File: src/rtl/seg_scan_driver_pkg.sv
// Shared constants and types for the multiplexed seven-segment scan driver.
// Segment patterns are active-high {g,f,e,d,c,b,a}; the bus itself is active-low.
package seg_pkg;

    localparam logic [7:0] SEG_OFF = 8'hFF;

    localparam logic [6:0] SEG_TABLE [16] = '{
        7'h3F, 7'h06, 7'h5B, 7'h4F,
        7'h66, 7'h6D, 7'h7D, 7'h07,
        7'h7F, 7'h6F, 7'h77, 7'h7C,
        7'h39, 7'h5E, 7'h79, 7'h71
    };

    // Prefixed so the names do not clash with the GUARD timing parameter.
    typedef enum logic {
        S_DISPLAY = 1'b0,
        S_GUARD   = 1'b1
    } scan_state_e;

endpackage

File: src/rtl/seg_scan_driver_hex_decode.sv
// Hex nibble to active-high seven-segment pattern {g,f,e,d,c,b,a}.
module seg_hex_decode
    import seg_pkg::*;
(
    input  logic [3:0] nibble,
    output logic [6:0] seg
);

    always_comb begin
        seg = SEG_TABLE[nibble];
    end

endmodule

File: src/rtl/seg_scan_driver.sv
// Multiplexed N-digit seven-segment driver: dwell/guard scan FSM, frame-boundary
// update handshake, leading-zero suppression and registered active-low outputs.
module seg_scan_driver
    import seg_pkg::*;
#(
    parameter int NUM_DIGITS = 4,
    parameter int DWELL      = 50000,
    parameter int GUARD      = 500,
    localparam int IDX_W     = (NUM_DIGITS > 1) ? $clog2(NUM_DIGITS) : 1
) (
    input  logic                    clk,
    input  logic                    rst_n,
    input  logic [4*NUM_DIGITS-1:0] digits_in,
    input  logic [NUM_DIGITS-1:0]   dp_in,
    input  logic [NUM_DIGITS-1:0]   blank_in,
    input  logic                    upd_req,
    input  logic                    lz_en,
    output logic                    upd_pending,
    output logic                    upd_done,
    output logic                    frame_start,
    output logic [IDX_W-1:0]        digit_idx,
    output logic [7:0]              Seven_Seg,
    output logic [NUM_DIGITS-1:0]   an
);

    localparam int CNT_MAX = (DWELL > GUARD) ? DWELL : GUARD;
    localparam int CNT_W   = (CNT_MAX > 1) ? $clog2(CNT_MAX) : 1;

    localparam logic [CNT_W-1:0] DWELL_LAST = CNT_W'(DWELL - 1);
    localparam logic [CNT_W-1:0] GUARD_LAST = CNT_W'(GUARD - 1);
    localparam logic [IDX_W-1:0] IDX_LAST   = IDX_W'(NUM_DIGITS - 1);

    scan_state_e             state_q, state_d;
    logic [CNT_W-1:0]        cnt_q, cnt_d;
    logic [IDX_W-1:0]        idx_q, idx_d;
    logic [4*NUM_DIGITS-1:0] digits_act_q, digits_act_d;
    logic [NUM_DIGITS-1:0]   dp_act_q, dp_act_d;
    logic [NUM_DIGITS-1:0]   blank_act_q, blank_act_d;
    logic [4*NUM_DIGITS-1:0] digits_pend_q, digits_pend_d;
    logic [NUM_DIGITS-1:0]   dp_pend_q, dp_pend_d;
    logic [NUM_DIGITS-1:0]   blank_pend_q, blank_pend_d;
    logic                    pending_q, pending_d;
    logic                    upd_done_q, upd_done_d;
    logic                    frame_start_q, frame_start_d;
    logic [7:0]              seg_q, seg_d;
    logic [NUM_DIGITS-1:0]   an_q, an_d;

    logic                    boundary;
    logic [NUM_DIGITS-1:0]   lz_blank;
    logic                    zero_run;
    logic [3:0]              cur_nibble;
    logic                    cur_dp;
    logic                    cur_blank;
    logic [6:0]              cur_seg;

    always_comb begin
        state_d       = state_q;
        cnt_d         = cnt_q + CNT_W'(1);
        idx_d         = idx_q;
        boundary      = 1'b0;
        frame_start_d = 1'b0;
        case (state_q)
            S_DISPLAY: begin
                if (cnt_q == DWELL_LAST) begin
                    state_d = S_GUARD;
                    cnt_d   = '0;
                end
            end
            S_GUARD: begin
                if (cnt_q == GUARD_LAST) begin
                    state_d = S_DISPLAY;
                    cnt_d   = '0;
                    if (idx_q == IDX_LAST) begin
                        idx_d         = '0;
                        boundary      = 1'b1;
                        frame_start_d = 1'b1;
                    end else begin
                        idx_d = idx_q + IDX_W'(1);
                    end
                end
            end
            default: begin
                state_d = S_DISPLAY;
                cnt_d   = '0;
            end
        endcase
    end

    // A request on the boundary cycle bypasses pending so it is never a frame late.
    always_comb begin
        digits_act_d  = digits_act_q;
        dp_act_d      = dp_act_q;
        blank_act_d   = blank_act_q;
        digits_pend_d = digits_pend_q;
        dp_pend_d     = dp_pend_q;
        blank_pend_d  = blank_pend_q;
        pending_d     = pending_q;
        upd_done_d    = 1'b0;
        if (boundary) begin
            if (upd_req) begin
                digits_act_d = digits_in;
                dp_act_d     = dp_in;
                blank_act_d  = blank_in;
                pending_d    = 1'b0;
                upd_done_d   = 1'b1;
            end else if (pending_q) begin
                digits_act_d = digits_pend_q;
                dp_act_d     = dp_pend_q;
                blank_act_d  = blank_pend_q;
                pending_d    = 1'b0;
                upd_done_d   = 1'b1;
            end
        end else if (upd_req) begin
            digits_pend_d = digits_in;
            dp_pend_d     = dp_in;
            blank_pend_d  = blank_in;
            pending_d     = 1'b1;
        end
    end

    // Suppression walks down from the top digit; digit 0 is never included.
    always_comb begin
        lz_blank = '0;
        zero_run = 1'b1;
        for (int i = NUM_DIGITS - 1; i >= 1; i--) begin
            zero_run    = zero_run & (digits_act_q[4*i +: 4] == 4'h0);
            lz_blank[i] = lz_en & zero_run;
        end
    end

    always_comb begin
        cur_nibble = 4'h0;
        cur_dp     = 1'b0;
        cur_blank  = 1'b1;
        for (int i = 0; i < NUM_DIGITS; i++) begin
            if (idx_q == IDX_W'(i)) begin
                cur_nibble = digits_act_q[4*i +: 4];
                cur_dp     = dp_act_q[i];
                cur_blank  = blank_act_q[i] | lz_blank[i];
            end
        end
    end

    seg_hex_decode u_decode (
        .nibble (cur_nibble),
        .seg    (cur_seg)
    );

    always_comb begin
        seg_d = SEG_OFF;
        an_d  = '1;
        if (state_q == S_DISPLAY && !cur_blank) begin
            seg_d = ~{cur_dp, cur_seg};
            for (int i = 0; i < NUM_DIGITS; i++) begin
                if (idx_q == IDX_W'(i)) begin
                    an_d[i] = 1'b0;
                end
            end
        end
    end

    always_ff @(posedge clk or negedge rst_n) begin
        if (!rst_n) begin
            state_q       <= S_DISPLAY;
            cnt_q         <= '0;
            idx_q         <= '0;
            digits_act_q  <= '0;
            dp_act_q      <= '0;
            blank_act_q   <= '1;
            digits_pend_q <= '0;
            dp_pend_q     <= '0;
            blank_pend_q  <= '0;
            pending_q     <= 1'b0;
            upd_done_q    <= 1'b0;
            frame_start_q <= 1'b0;
            seg_q         <= SEG_OFF;
            an_q          <= '1;
        end else begin
            state_q       <= state_d;
            cnt_q         <= cnt_d;
            idx_q         <= idx_d;
            digits_act_q  <= digits_act_d;
            dp_act_q      <= dp_act_d;
            blank_act_q   <= blank_act_d;
            digits_pend_q <= digits_pend_d;
            dp_pend_q     <= dp_pend_d;
            blank_pend_q  <= blank_pend_d;
            pending_q     <= pending_d;
            upd_done_q    <= upd_done_d;
            frame_start_q <= frame_start_d;
            seg_q         <= seg_d;
            an_q          <= an_d;
        end
    end

    assign upd_pending = pending_q;
    assign upd_done    = upd_done_q;
    assign frame_start = frame_start_q;
    assign digit_idx   = idx_q;
    assign Seven_Seg   = seg_q;
    assign an          = an_q;

endmodule

File: config.mk
export PLATFORM = sky130hd
export DESIGN_NAME = seg_scan_driver
export DESIGN_NICKNAME = d
export VERILOG_FILES = /design/src/rtl/seg_scan_driver_pkg.sv /design/src/rtl/seg_scan_driver_hex_decode.sv /design/src/rtl/seg_scan_driver.sv
export SDC_FILE = /design/constraint.sdc
export NUM_CORES = 1
export LEC_CHECK = 0
export CAP_MARGIN = 10
export CELL_PAD_IN_SITES_DETAIL_PLACEMENT = 1
export CELL_PAD_IN_SITES_GLOBAL_PLACEMENT = 1
export CORE_ASPECT_RATIO = 0.8
export CORE_UTILIZATION = 44
export CTS_CLUSTER_DIAMETER = 80
export CTS_CLUSTER_SIZE = 12
export DETAILED_ROUTE_END_ITERATION = 10
export PLACE_DENSITY = 0.8
export SLEW_MARGIN = 10
export SYNTH_ARGS = -nofsm -noshare
export SYNTH_HDL_FRONTEND = slang
export SYNTH_SLANG_ARGS = --single-unit
File: constraint.sdc
create_clock -name clk -period 2.5 [get_ports clk]
set_input_delay 0.5 -clock clk [delete_from_list [all_inputs] [get_ports clk]]
set_output_delay 0.5 -clock clk [all_outputs]
set_load 0.02 [all_outputs]
Word level (Yosys, flattened, before mapping)
Memories as Yosys holds them, arrays and structs flattened.
Cells that the tools add are included.

operators by class
  mux-type cells = 41
  $add $sub $neg = 2
  reduce and logical (&&, ||, !) cells = 11
  equality and inequality tests = 5
  magnitude comparators = 1
  bitwise operators = 12

operators by type and width
  operator               count
  $mux 16                4
  $mux 4                 9
  $pmux 16 s2            1
  $mux 1                 22
  $add 16x1->16 const B  1
  $eq 16x16->1 const B   1
  $eq 16x9->1 const B    1
  $mux 7                 2
  $logic_not 4->1        3
  $mux 8                 1
  $not 8->8              1
  $reduce_and 2->1       3
  $and 1x1->1            5
  $ge 5x5->1 const B     1
  $not 4->5              1
  $eq 2x2->1 const B     2
  $reduce_bool 2->1      2
  $or 1x1->1             3
  $add 2x1->2 const B    1
  $eq 2x1->1 const B     1
  $logic_not 2->1        1
  $mux 2                 1
  $not 1->1              2
  $pmux 1 s2             1
  other kinds (2)        2

storage, ports and cells
  memories kept = 1
  flip-flop bits (word level) = 82
  input port bits = 28
  output and inout port bits = 17
  logic and storage cells = 87
  ROM bits = 112

memories
  name             words  bits a word  read ports  clocked after Yosys merged registers in  wr ports  RTL line                          source
  (no name shown)  16     7            1           0                                        0         seg_scan_driver_hex_decode.sv:10  seg = SEG_TABLE[nibble];

Longest topological paths before layout
Gate-level depths: netlist of run 1.

  word-level depth = 11
  depth in mapped cells = 12
  mapped depth without buffers = 11

Cells and area by module
A second synthesis of run 1 with hierarchy kept.

unflattened totals
  cell total of the unflattened synthesis = 392
  area, all modules = 4135.2 sq um

by module, submodules not included
  module           area each (sq um)  times used  cells each  sequential area each (sq um)
  seg_scan_driver  3847.4             1           359         2072.0
  seg_hex_decode   287.8              1           33          0.0

Least setup slack after synthesis of run 1
OpenSTA, ideal clock, no wires.

  kind = reg2reg
  from = register idx_q[1] (netlist: digit_idx[1])
  to = register seg_q[3] (netlist: Seven_Seg[3])
  path buffers = 1
  data arrival time = 2.389 ns
  required time = 2.400 ns
  path slack = 0.011 ns
  period minus slack after synthesis = 2.489 ns
  cell stages (with the launch flop) = 12
  library setup time = 0.100 ns
  path through = dfrtp_1 > inv_1 > ha_1 > clkbuf_1 > nor2b_1 > a221oi_1 > o31ai_1 > inv_1 > ha_1 > mux2_2 > nand2_1 > o211ai_1

on the way
  word-level cells in the longest chain between the ends = 11
  elaborated cells between the ends (all ways) = 20
  classes of those cells = eq/ne (3); mux (11); bitwise (2); reduce/logical (3); memory (1)

RTL lines
  element                                     RTL line                          source
  start: declaration                          seg_scan_driver.sv:35             logic [IDX_W-1:0] idx_q, idx_d;
  start signal: assignment                    seg_scan_driver.sv:181            idx_q <= idx_d;
  $logic_not 2->1                             seg_scan_driver.sv:136            if (idx_q == IDX_W'(i)) begin
  $mux 4 (4 in series)                        seg_scan_driver.sv:136
  $not 4->5 (not written as such)             seg_scan_driver_hex_decode.sv:10
  $mem_v2 16x7                                -
  $mux 7 (not written as such) (2 in series)  seg_scan_driver_hex_decode.sv:10
  $not 8->8                                   seg_scan_driver.sv:153            seg_d = ~{cur_dp, cur_seg};
  $mux 8 *                                    seg_scan_driver.sv:152            if (state_q == S_DISPLAY && !cur_blank) begin
  named net seg_d[3]                          seg_scan_driver.sv:45             logic [7:0] seg_q, seg_d;
  end signal: assignment                      seg_scan_driver.sv:191            seg_q <= seg_d;
  end: declaration                            seg_scan_driver.sv:45

The timed path passes the listed nets; every way through them passes the cells marked *. The select of a mux whose other input is x is not followed.
A chain may end at the register's enable or synchronous reset.

Worst setup path after layout of run 1
  from = register idx_q[0] (netlist: digit_idx[0])
  to = register seg_q[3] (netlist: Seven_Seg[3])

The elaborated chain is that of the path after synthesis.

==> impl_results.rst, run 1 <==
.. list-table::
   :header-rows: 1

   * - Metric
     - Value
   * - Run status
     - completed
   * - Share of cells above drive strength 1
     - 0.1564
   * - Routed vias
     - 3037
   * - Nets@finish
     - 456
   * - Worst slew pin tran
     - 501.1 ps
   * - Fraction of the yosys area taken by sequential cells
     - 0.5321
   * - Number of buffers inserted for hold repair after clock tree synthesis
     - 0
   * - Maximum root-to-sink buffer count
     - 2
   * - Synthesized instance count
     - about 370
   * - Post-Syn Area
     - 3894 µm²
   * - Final Slew Violations
     - 0
   * - Overall routed net length
     - between 9000 and 10000 µm
   * - Startpoint of the lowest-slack register-to-register path
     - digit_idx[0]$_DFFE_PN0P_
   * - Total gr overflow
     - 0
   * - Initial cell density of the core
     - 0.4570
   * - Antenna Violating Nets Remaining
     - 0
   * - Floorplan core area
     - 8521 µm²
   * - PortBufs
     - 44
   * - Lkg Pwr
     - 2.049 nW
   * - Height of the die
     - between 80 and 90 µm
   * - Hold slack final
     - around 32 ps
   * - Cell at the root of the clock tree
     - clkbuf_8
   * - 1st-iter DRT viols
     - 148
   * - Family of cells with the greatest summed delay on the critical path
     - compound AO/OA/AOI/OAI gates
   * - Max Fclk
     - 422.5 MHz
   * - Pin count of the biggest net entering global routing
     - 57
   * - Row count
     - 30
   * - Fraction of registers with async set/reset
     - 1.000
   * - Mean post-synth cell area
     - 10.64 µm²
   * - Synthesized Nets
     - 405
   * - Worst Path Arrival
     - 2650 ps
   * - Ordered list of cells on the worst path
     - inv_1 -> ha_1 -> nor2b_2 -> a221oi_2 -> o31ai_2 -> inv_1 -> ha_1 -> mux2_2 -> nand2_1 -> o211ai_1
   * - Detailed-router iteration count before antenna repair
     - 4
   * - Antenna violations before repair
     - 0
   * - Setup skew after layout
     - approximately 9.5 ps
   * - Clock Pin Slew Worst Setup and Hold Paths
     - 90 ps
   * - Max Cap Viol
     - 0
   * - Cell area after layout
     - around 4800 µm²
   * - Num Clock Sinks
     - 82
   * - TritonCTS clock tree
     - built
   * - Nature of the critical path startpoint
     - flop
   * - Area of the die
     - ~9200 µm²
   * - Routed wire length per instance
     - ~18 µm
   * - Number of synthesized flops with an enable pin
     - 0
   * - IO Count
     - 45
   * - Largest stage delay on the critical path
     - 450 ps
   * - Total setup violations reported at the end of the flow
     - 0
   * - Via density
     - 5.687
   * - Util after Layout
     - 0.5614
   * - Max IR drop VDD
     - 0.4147 mV
   * - Endpoints failing hold
     - 0
   * - Antenna cell count
     - 0
   * - Number of global-route vias before repair
     - 3110
   * - CP Buf/Inv Count
     - 2
   * - Source of the critical timing path
     - digit_idx[0]$_DFFE_PN0P_
   * - Post-route minimum period
     - 2367 ps
   * - Placed Cells incl. Taps
     - approximately 520
   * - Max-Slew Margin vs Limit
     - 0.6659
   * - Type of the worst setup path
     - flop to flop
   * - Synthesis warning total
     - 0
   * - Overall die width
     - 107.2 µm
   * - Crit path capture type
     - flop
   * - First-pass GRT wire length
     - about 16000 µm
   * - Worst min-delay path category
     - input pin to async pin
   * - Final Instance Count excl. Fillers
     - 534
   * - Number of distinct standard cells referenced by the synthesized netlist
     - 43
   * - Number of remaining DRC errors
     - 0
   * - RePlAce Congestion
     - 0.8024
   * - Syn-to-layout area delta
     - 22.85%
   * - Critical path peak fanout
     - 6
   * - Setup Buffers After CTS
     - 0
   * - Most frequently used flop master after synthesis
     - dfrtp_1
   * - Global-route usage over all layers
     - 0.2262
   * - Source-to-sink clock delay at the later pin of the worst-skew pair
     - 360 ps
   * - Critical Path Slowest Stage Cell
     - dfrtp_1
   * - Placed cell areas
     - between 4000 and 5000 µm²
   * - Placed wire-length estimate
     - ~7000 µm
   * - Required time of the critical path
     - 2780 ps
   * - Total number of H-tree levels
     - 3
   * - Filler instances
     - 917
   * - Pwr Density
     - 568.2 nW/µm²
   * - TritonCTS Buffers
     - 9
   * - Yosys reg bits
     - 82
   * - Period utilization
     - 0.9466
[per-layer routing]
metal	global-route usage	vias up	wire [µm]
met2	0.3666	57	4809
met3	0.05015	14	356
met4	0.05106	0	134
li1	-	1438	-
met5	0	-	0
met1	0.3121	1528	4575
[state kept, by name, summed over array words and instances (netlist names)]
register       count
cnt_q             16
digits_act_q      16
digits_pend_q     16
Seven_Seg          8
an                 4
blank_act_q        4
blank_pend_q       4
dp_act_q           4
dp_pend_q          4
digit_idx          2
frame_start        1
state_q            1
upd_done           1
upd_pending        1
[cells in the final DEF, fill, tap and decap left out, types with 2 or more instances in the layout]
cell type	count
a22o_1	2
a21oi_1	30
and3_1	4
dfstp_2	16
ha_1	10
mux2i_1	2
nand4_1	3
clkbuf_8	10
o221ai_1	3
and4_1	2
nor2_1	28
o211ai_1	3
nor3_1	4
bufinv_16	3
inv_1	12
nand3b_1	2
buf_12	2
nor2b_1	2
a22oi_1	3
nor4_1	5
clkdlybuf4s50_1	43
clkinvlp_4	2
o22ai_1	46
buf_4	17
dfrtp_1	66
nand2_1	28
mux2_1	20
o21ai_0	5
xor2_1	7
a31oi_1	4
nand2b_1	2
xnor2_1	7
nand3_1	6
mux2_2	6
[power by group]
group	total [mW]	internal, mW	switching, mW
logic	0.145	0.0772	0.0674
registers	1.39	1.37	0.0215
clock network	1.19	0.692	0.494
total	2.72	2.13	0.583
[final cells by class]
class	count	area, µm²	area share
clock inverters	6	113.9	0.02380
repair buffers	62	598.1	0.1250
inverters	12	45.04	0.009417
flip-flops and latches	82	2072	0.4332
well taps	112	140.1	0.02930
multi-input cells	250	1677	0.3505
clock buffers	10	137.6	0.02877
[synth_stat cells (3+ instances only)]
library cell   n  area share
inv_1         12       0.012
nand4_1        3      0.0048
nand3_1        6      0.0077
o221ai_1       3      0.0067
nor3_1         4      0.0051
a22oi_1        3      0.0058
a31oi_1        4      0.0064
xor2_1         7       0.016
nor2b_1        3      0.0048
xnor2_1        7       0.016
o211ai_1       3      0.0058
ha_1          11       0.035
and3_1         4      0.0064
dfstp_2       16        0.11
buf_2          4      0.0051
nand2_1       28       0.027
o21ai_0        6      0.0077
clkbuf_1      14       0.013
mux2_1        20       0.058
nor4_1         5      0.0080
mux2_2         6       0.017
and4_1         3      0.0067
o22ai_1       46       0.074
dfrtp_1       66        0.42
nor2_1        28       0.027
a21oi_1       31       0.040
[final timing paths]
check	end	slack, ps	cells past startpoint
setup reg to reg	Seven_Seg[3]$_DFF_PN1_	130	10
hold reg to reg	digits_pend_q[12]$_DFFE_PN0P_	500	1
setup / recovery	Seven_Seg[3]$_DFF_PN1_	130	10
max in group asynchronous	blank_act_q[0]$_DFFE_PN1P_	1790	2
min in group clk	digits_pend_q[12]$_DFFE_PN0P_	500	1
hold / removal	dp_act_q[1]$_DFFE_PN0P_	30	1
[per-stage QoR]
step           setup WS, ps  setup TNS (ps)  total power, mW
6_report              133.4               0            2.718
5_1_grt              -39.25          -39.25            2.814
4_1_cts               25.42               0            2.735
3_5_place_dp          74.85               0            1.559
3_3_place_gp          176.8               0            1.550
2_1_floorplan         11.07               0            1.462
[what timing repair did]
| action | in CTS | in global routing |
|---|---|---|
| gates resized for setup | 0 | 7 |
| endpoints found under the setup margin | 0 | 9 |
| hold endpoints to repair | 0 | 0 |
[kinds of logic (layout without fill, tap and decap cells)]
| group | count (synthesis) | in the layout | synth area share |
|---|---|---|---|
| AND/OR/NAND/NOR | 93 | 93 | 0.1150 |
| flip-flops | 82 | 82 | 0.5321 |
| multiplexers | 28 | 28 | 0.08033 |
| XOR/XNOR | 14 | 14 | 0.03149 |
| AO/OA/AOI/OAI | 104 | 104 | 0.1629 |
| adder cells (fa/ha/maj) | 11 | 11 | 0.03535 |
| buffers and inverters | 34 | 90 | 0.04274 |
No activity file was read; power rests on OpenSTA's default activity.
==> run 2, diff against run 1 <==
--- a/config.mk
+++ b/config.mk
@@ -13,6 +13,7 @@
 export CTS_CLUSTER_DIAMETER = 80
 export CTS_CLUSTER_SIZE = 12
 export DETAILED_ROUTE_END_ITERATION = 10
+export HOLD_SLACK_MARGIN = 0.05
 export PLACE_DENSITY = 0.8
 export SLEW_MARGIN = 10
 export SYNTH_ARGS = -nofsm -noshare
==> run 2 against run 1 <==
Against the previous run: global-route usage did not move; register-to-register slack hardly changed; utilization is 0.12 points higher; sequential power about the same.
==> impl_results.rst, run 2 (same netlist as run 1, synthesis figures left out) <==
.. list-table::
   :header-rows: 1

   * - Metric
     - Value
   * - Max IR drop VDD
     - between 0.4 and 0.5 mV
   * - Accumulated negative setup slack
     - 0 ps
   * - TritonCTS clock tree
     - built
   * - Syn-to-layout area delta
     - 23.10%
   * - Placed cell areas
     - 4511 µm²
   * - Util after Layout
     - 0.5626
   * - Final Instance Count excl. Fillers
     - 535
   * - Nets@finish
     - 457
   * - Critical path peak fanout
     - 6
   * - Source-to-sink clock delay at the later pin of the worst-skew pair
     - 360 ps
   * - Row count
     - 30
   * - IO Count
     - 45
   * - Overall die width
     - 107.2 µm
   * - Placed Cells incl. Taps
     - between 500 and 600
   * - Clock Pin Slew Worst Setup and Hold Paths
     - 90 ps
   * - Period utilization
     - 0.9459
   * - Max Fclk
     - 422.9 MHz
   * - Worst Path Arrival
     - 2640 ps
   * - Worst-case register-to-register setup slack
     - 140 ps
   * - Max-Slew Margin vs Limit
     - 0.6696
   * - Number of remaining DRC errors
     - 0
   * - Worst slack after detailed placement
     - 74.85 ps
   * - Filler instances
     - 917
   * - Endpoints failing hold
     - 0
   * - Commonest cells after routing, fill and taps aside
     - dfrtp_1 (66), o22ai_1 (46), clkdlybuf4s50_1 (43), a21oi_1 (30)
   * - Num Clock Sinks
     - 82
   * - Hold Path Depth
     - 1
   * - Total setup violations reported at the end of the flow
     - 0
   * - Required time of the critical path
     - 2780 ps
   * - Cell area after layout
     - 4793 µm²
   * - Nature of the critical path startpoint
     - flop
   * - Number of global-route vias before repair
     - 3110
   * - Total number of H-tree levels
     - 3
   * - PortBufs
     - 44
   * - Total gr overflow
     - 0
   * - RePlAce Congestion
     - 0.8024
   * - Floorplan core area
     - between 8000 and 9000 µm²
   * - Worst Reg-to-Reg Cells
     - 10
   * - 1st-iter DRT viols
     - 134
   * - Worst min-delay path category
     - flop to flop
   * - Global-route usage over all layers
     - 0.2262
   * - Antenna cell count
     - 0
   * - Overall routed net length
     - 9852 µm
   * - Maximum root-to-sink buffer count
     - 2
   * - Antenna violations before repair
     - 0
   * - Leading cell type in the layout, fill and taps excluded
     - dfrtp_1
   * - Net Switching
     - 0.5805 mW
   * - Lkg Pwr
     - ~2.1 nW
   * - Worst slew pin tran
     - 495.7 ps
   * - Part of the total power dissipated in sequential elements
     - 0.511
   * - Worst flop-to-flop path endpoint
     - Seven_Seg[3]$_DFF_PN1_
   * - Switch share
     - 0.2137
   * - Antenna Violating Nets Remaining
     - 0
   * - Pwr Density
     - 566.6 nW/µm²
   * - Share of cells above drive strength 1
     - 0.1560
   * - Area of the die
     - 9232 µm²
   * - Internal power contribution
     - 2.136 mW
   * - Run status
     - completed
   * - Setup Buffers After CTS
     - 0
   * - Via density
     - 5.693
   * - Routed vias
     - 3046
   * - Initial cell density of the core
     - 0.4570
   * - Detailed-router iteration count before antenna repair
     - 4
   * - TritonCTS Buffers
     - 9
   * - Crit path capture type
     - flop
   * - Height of the die
     - 86.14 µm
   * - Post-route minimum period
     - 2365 ps
   * - Type of the worst setup path
     - flop to flop
   * - Logic gate share of total power
     - 0.054
   * - Pin count of the biggest net entering global routing
     - 57
   * - Hold endpoint
     - digits_pend_q[12]$_DFFE_PN0P_
   * - Placed wire-length estimate
     - about 6900 µm
   * - Worst path setup slack after routing
     - 135.1 ps
   * - Max Cap Viol
     - 0
   * - Setup skew after layout
     - 10.03 ps
   * - Startpoint of the lowest-slack register-to-register path
     - digit_idx[0]$_DFFE_PN0P_
   * - Registers with the most flip-flops
     - cnt_q (16), digits_act_q (16), digits_pend_q (16)
   * - Routed wire length per instance
     - ~18 µm
   * - Source of the critical timing path
     - digit_idx[0]$_DFFE_PN0P_
   * - Share of total power in the clock network
     - 0.436
   * - Cell at the root of the clock tree
     - clkbuf_8
   * - Final Slew Violations
     - 0
   * - First-pass GRT wire length
     - 16050 µm
   * - Critical hold path startpoint
     - digits_pend_q[12]$_DFFE_PN0P_
[run 2: cell count changes in the layout (fill, tap and decap cells not counted)]
cell and change:
dlygate4sd3_1 +1
[run 2: cell type report]
cell class	instances	area, µm²	share of cell area
clock buffer	10	137.6	0.02871
tap	112	140.1	0.02924
multi-input combinational	250	1677	0.3498
inverter	12	45.04	0.009397
clock inverter	6	113.9	0.02375
timing repair buffer	63	608.1	0.1269
sequential	82	2072	0.4323
[run 2: critical path: stages, from the launching register on]
cell and delay (ps):
dfrtp_1 450, inv_1 110, ha_1 230, nor2b_2 230, a221oi_2 90, o31ai_2 350, inv_1 160, ha_1 240
mux2_2 270, nand2_1 70, o211ai_1 80
[run 2: power by group through the flow]
stage | sequential, mW | combinational [mW] | clock, mW
after floorplan | 1.40 | 0.0577 | 0
after global placement | 1.41 | 0.142 | 0
after detailed placement | 1.41 | 0.147 | 0
after CTS | 1.39 | 0.149 | 1.20
after global routing | 1.39 | 0.159 | 1.26
final | 1.39 | 0.146 | 1.18
[run 2: worst max path at each step]
stage | slack, ps | to
2_1_floorplan | 10 | Seven_Seg[3]$_DFF_PN1_
3_3_place_gp | 180 | Seven_Seg[3]$_DFF_PN1_
3_5_place_dp | 70 | Seven_Seg[1]$_DFF_PN1_
4_1_cts | 30 | Seven_Seg[3]$_DFF_PN1_
5_1_grt | -40 | Seven_Seg[3]$_DFF_PN1_
6_report | 140 | Seven_Seg[3]$_DFF_PN1_
[run 2: repair_timing]
action / CTS / global route
resized for setup: 0 / 7
endpoints found under the hold margin: 12 / 0
hold buffers: 1 / 0
endpoints found under the setup margin: 0 / 9
[run 2: metal layers]
layer | vias up | track usage | share of wire | wire length, µm
met5 | - | 0 | 0 | 0
li1 | 1438 | - | - | -
met2 | 58 | 0.3666 | 0.49 | 4837
met1 | 1540 | 0.3121 | 0.46 | 4533
met3 | 10 | 0.05015 | 0.036 | 354
met4 | 0 | 0.05106 | 0.013 | 127
[run 2: stage by stage]
step,hold WS [ps],total power [mW]
6_report,499.4,2.716
5_1_grt,516.6,2.815
4_1_cts,503.9,2.736
3_5_place_dp,430.8,1.559
3_3_place_gp,436.7,1.550
2_1_floorplan,204.4,1.462
==> variant: new RTL, config.mk and constraints of run 1 <==
Remove the register `seg_q`: a continuous assignment takes its place, so the output `Seven_Seg` follows one clock earlier.
--- a/src/rtl/seg_scan_driver.sv
+++ b/src/rtl/seg_scan_driver.sv
@@ -174,5 +174,4 @@
             upd_done_q    <= 1'b0;
             frame_start_q <= 1'b0;
-            seg_q         <= SEG_OFF;
             an_q          <= '1;
         end else begin
@@ -189,8 +188,9 @@
             upd_done_q    <= upd_done_d;
             frame_start_q <= frame_start_d;
-            seg_q         <= seg_d;
             an_q          <= an_d;
         end
     end
+
+    assign seg_q = seg_d;
 
     assign upd_pending = pending_q;
Formal check against the unedited RTL: same outputs for any inputs over 10 cycles, from zero or initial values and one cycle with rst_n low; that may be too few to reach the edited logic, so the function may still have changed.
==> variant against run 1 <==
- the flow now finishes with violations (setup timing)
- critical path depth increased by 2
- clock power fell by 10%
- count of clock-buffer cells in the layout fell by 1
- worst setup slack lost 0.83 ns
- total power fell by 7.3%
- die area fell by 2.7%
- sequential share of layout area decreased by 8.8 points
- non-clock buffer count grew 58
- area after synthesis fell by 2.7%
- sequential cell count decreased by 8
- wire length grew 55%
- final area up 13%
- critical endpoint is now Seven_Seg[3]
- largest cell class is now multi-input gates
==> variant: results (changes against run 1) <==
status finished, violations left; failing checks setup timing; largest net degree at the start of global routing 75 (+32%); vias in the first global route 3,792 (+22%); R2R depth 7 (-3); layout net count 506 (+11%); vias per cell 6.36 (+12%); R2R Setup Slk -0.02 ns (-0.15 ns); global-route wire length before repair 21,400 µm (+33%); Leakage Power 0.00240 µW (+17%); register area share after synthesis 49.2% (-4.1 points); Max FO, Critical Path 5 (-1); CP Depth 12 (+2); Critical Path AT 2.70 ns (+0.05 ns); skew final 0.0185 ns (+0.00900 ns); DRT Pass-1 Iters 6 (+2); peak supply drop 0.000472 V (+14%); unique cell type count in the Yosys netlist 45 (+4.7%); commonest cells in the netlist 66 x dfrtp_1, 46 x o22ai_1, 33 x a21oi_1, 29 x nand2_1, 23 x nor2_1; Setup WS post-layout -0.696 ns (-0.829 ns); CP endpoint Seven_Seg[3]; WL/cell 26.4 µm (+43%); Final setup viols 9 (+9); Placed Instance Area 4800 µm² (+6.4%); layout cells sized above 1 39.6% (+24 points); Slew @ Worst Pin 0.651 ns (+0.150 ns); global-route usage over all layers 31.5% (+8.9 points); Net Switching 616 µW (+5.6%)
-- variant: layout make-up --
class,instances,area [µm²],share of cell area [%]
tap,108,135,2.50
inverter,11,46.3,0.857
sequential,74,1860,34.5
timing repair buffer,120,1090,20.2
multi-input combinational,251,2050,37.9
clock inverter,7,93.8,1.74
clock buffer,9,124,2.29
-- variant: cells by family after synthesis --
group,Yosys count,synth area share (%)
multiplexers,28,10.2
flip-flops,74,49.2
AO/OA/AOI/OAI,107,17.1
AND/OR/NAND/NOR,91,12.1
adder cells (fa/ha/maj),11,3.63
buffers and inverters,33,4.53
XOR/XNOR,14,3.24
-- variant: worst min path at each step --
stage                       startpoint                            to  slack, ns  cells past startpoint
floorplan                        rst_n   blank_pend_q[0]$_DFFE_PN0P_       0.20                      0
global placement    cnt_q[0]$_DFF_PN0_            cnt_q[0]$_DFF_PN0_       0.46                      1
detailed placement  cnt_q[0]$_DFF_PN0_            cnt_q[0]$_DFF_PN0_       0.49                      1
CTS                              rst_n  digits_pend_q[5]$_DFFE_PN0P_       0.18                      2
global route                     rst_n   digits_act_q[6]$_DFFE_PN0P_       0.18                      2
finish                           rst_n   digits_act_q[8]$_DFFE_PN0P_       0.15                      2
-- variant: stage by stage --
stage / util, % / worst slack [ns] / hold WS [ns] / TNS, ns / power [µW]
finish: 66.5 / -0.696 / 0.150 / -4.42 / 2520
global route: 66.5 / -0.739 / 0.179 / -5.05 / 2590
CTS: 65.0 / -0.498 / 0.181 / -3.24 / 2500
detailed placement: 59.0 / -0.612 / 0.486 / -4.40 / 1460
global placement: 59.0 / -0.534 / 0.459 / -3.60 / 1450
floorplan: - / -0.190 / 0.204 / -0.566 / 1360
-- variant: power by group through the flow --
stage | registers, µW | clock network, µW | logic [µW]
2_1_floorplan | 1270 | 0 | 88.7
3_3_place_gp | 1280 | 0 | 175
3_5_place_dp | 1280 | 0 | 181
4_1_cts | 1260 | 1050 | 183
5_1_grt | 1270 | 1120 | 200
6_report | 1260 | 1070 | 189
-- variant: layer usage --
metal	vias up	track usage (%)	part of all wire, %	wire length, µm
li1	1536	-	-	-
met5	-	0.549	0	0
met3	51	6.76	6.6	1010
met2	235	51.0	48	7350
met1	1866	40.0	41	6300
met4	0	16.4	4.3	655
-- variant: what timing repair did --
action,in CTS,in global routing
endpoints found under the setup margin,8,22
buffers inserted,13,7
hold endpoints to repair,0,0
gates cloned,1,0
pin swaps,14,7
gates resized for setup,77,20
hold buffers,0,0
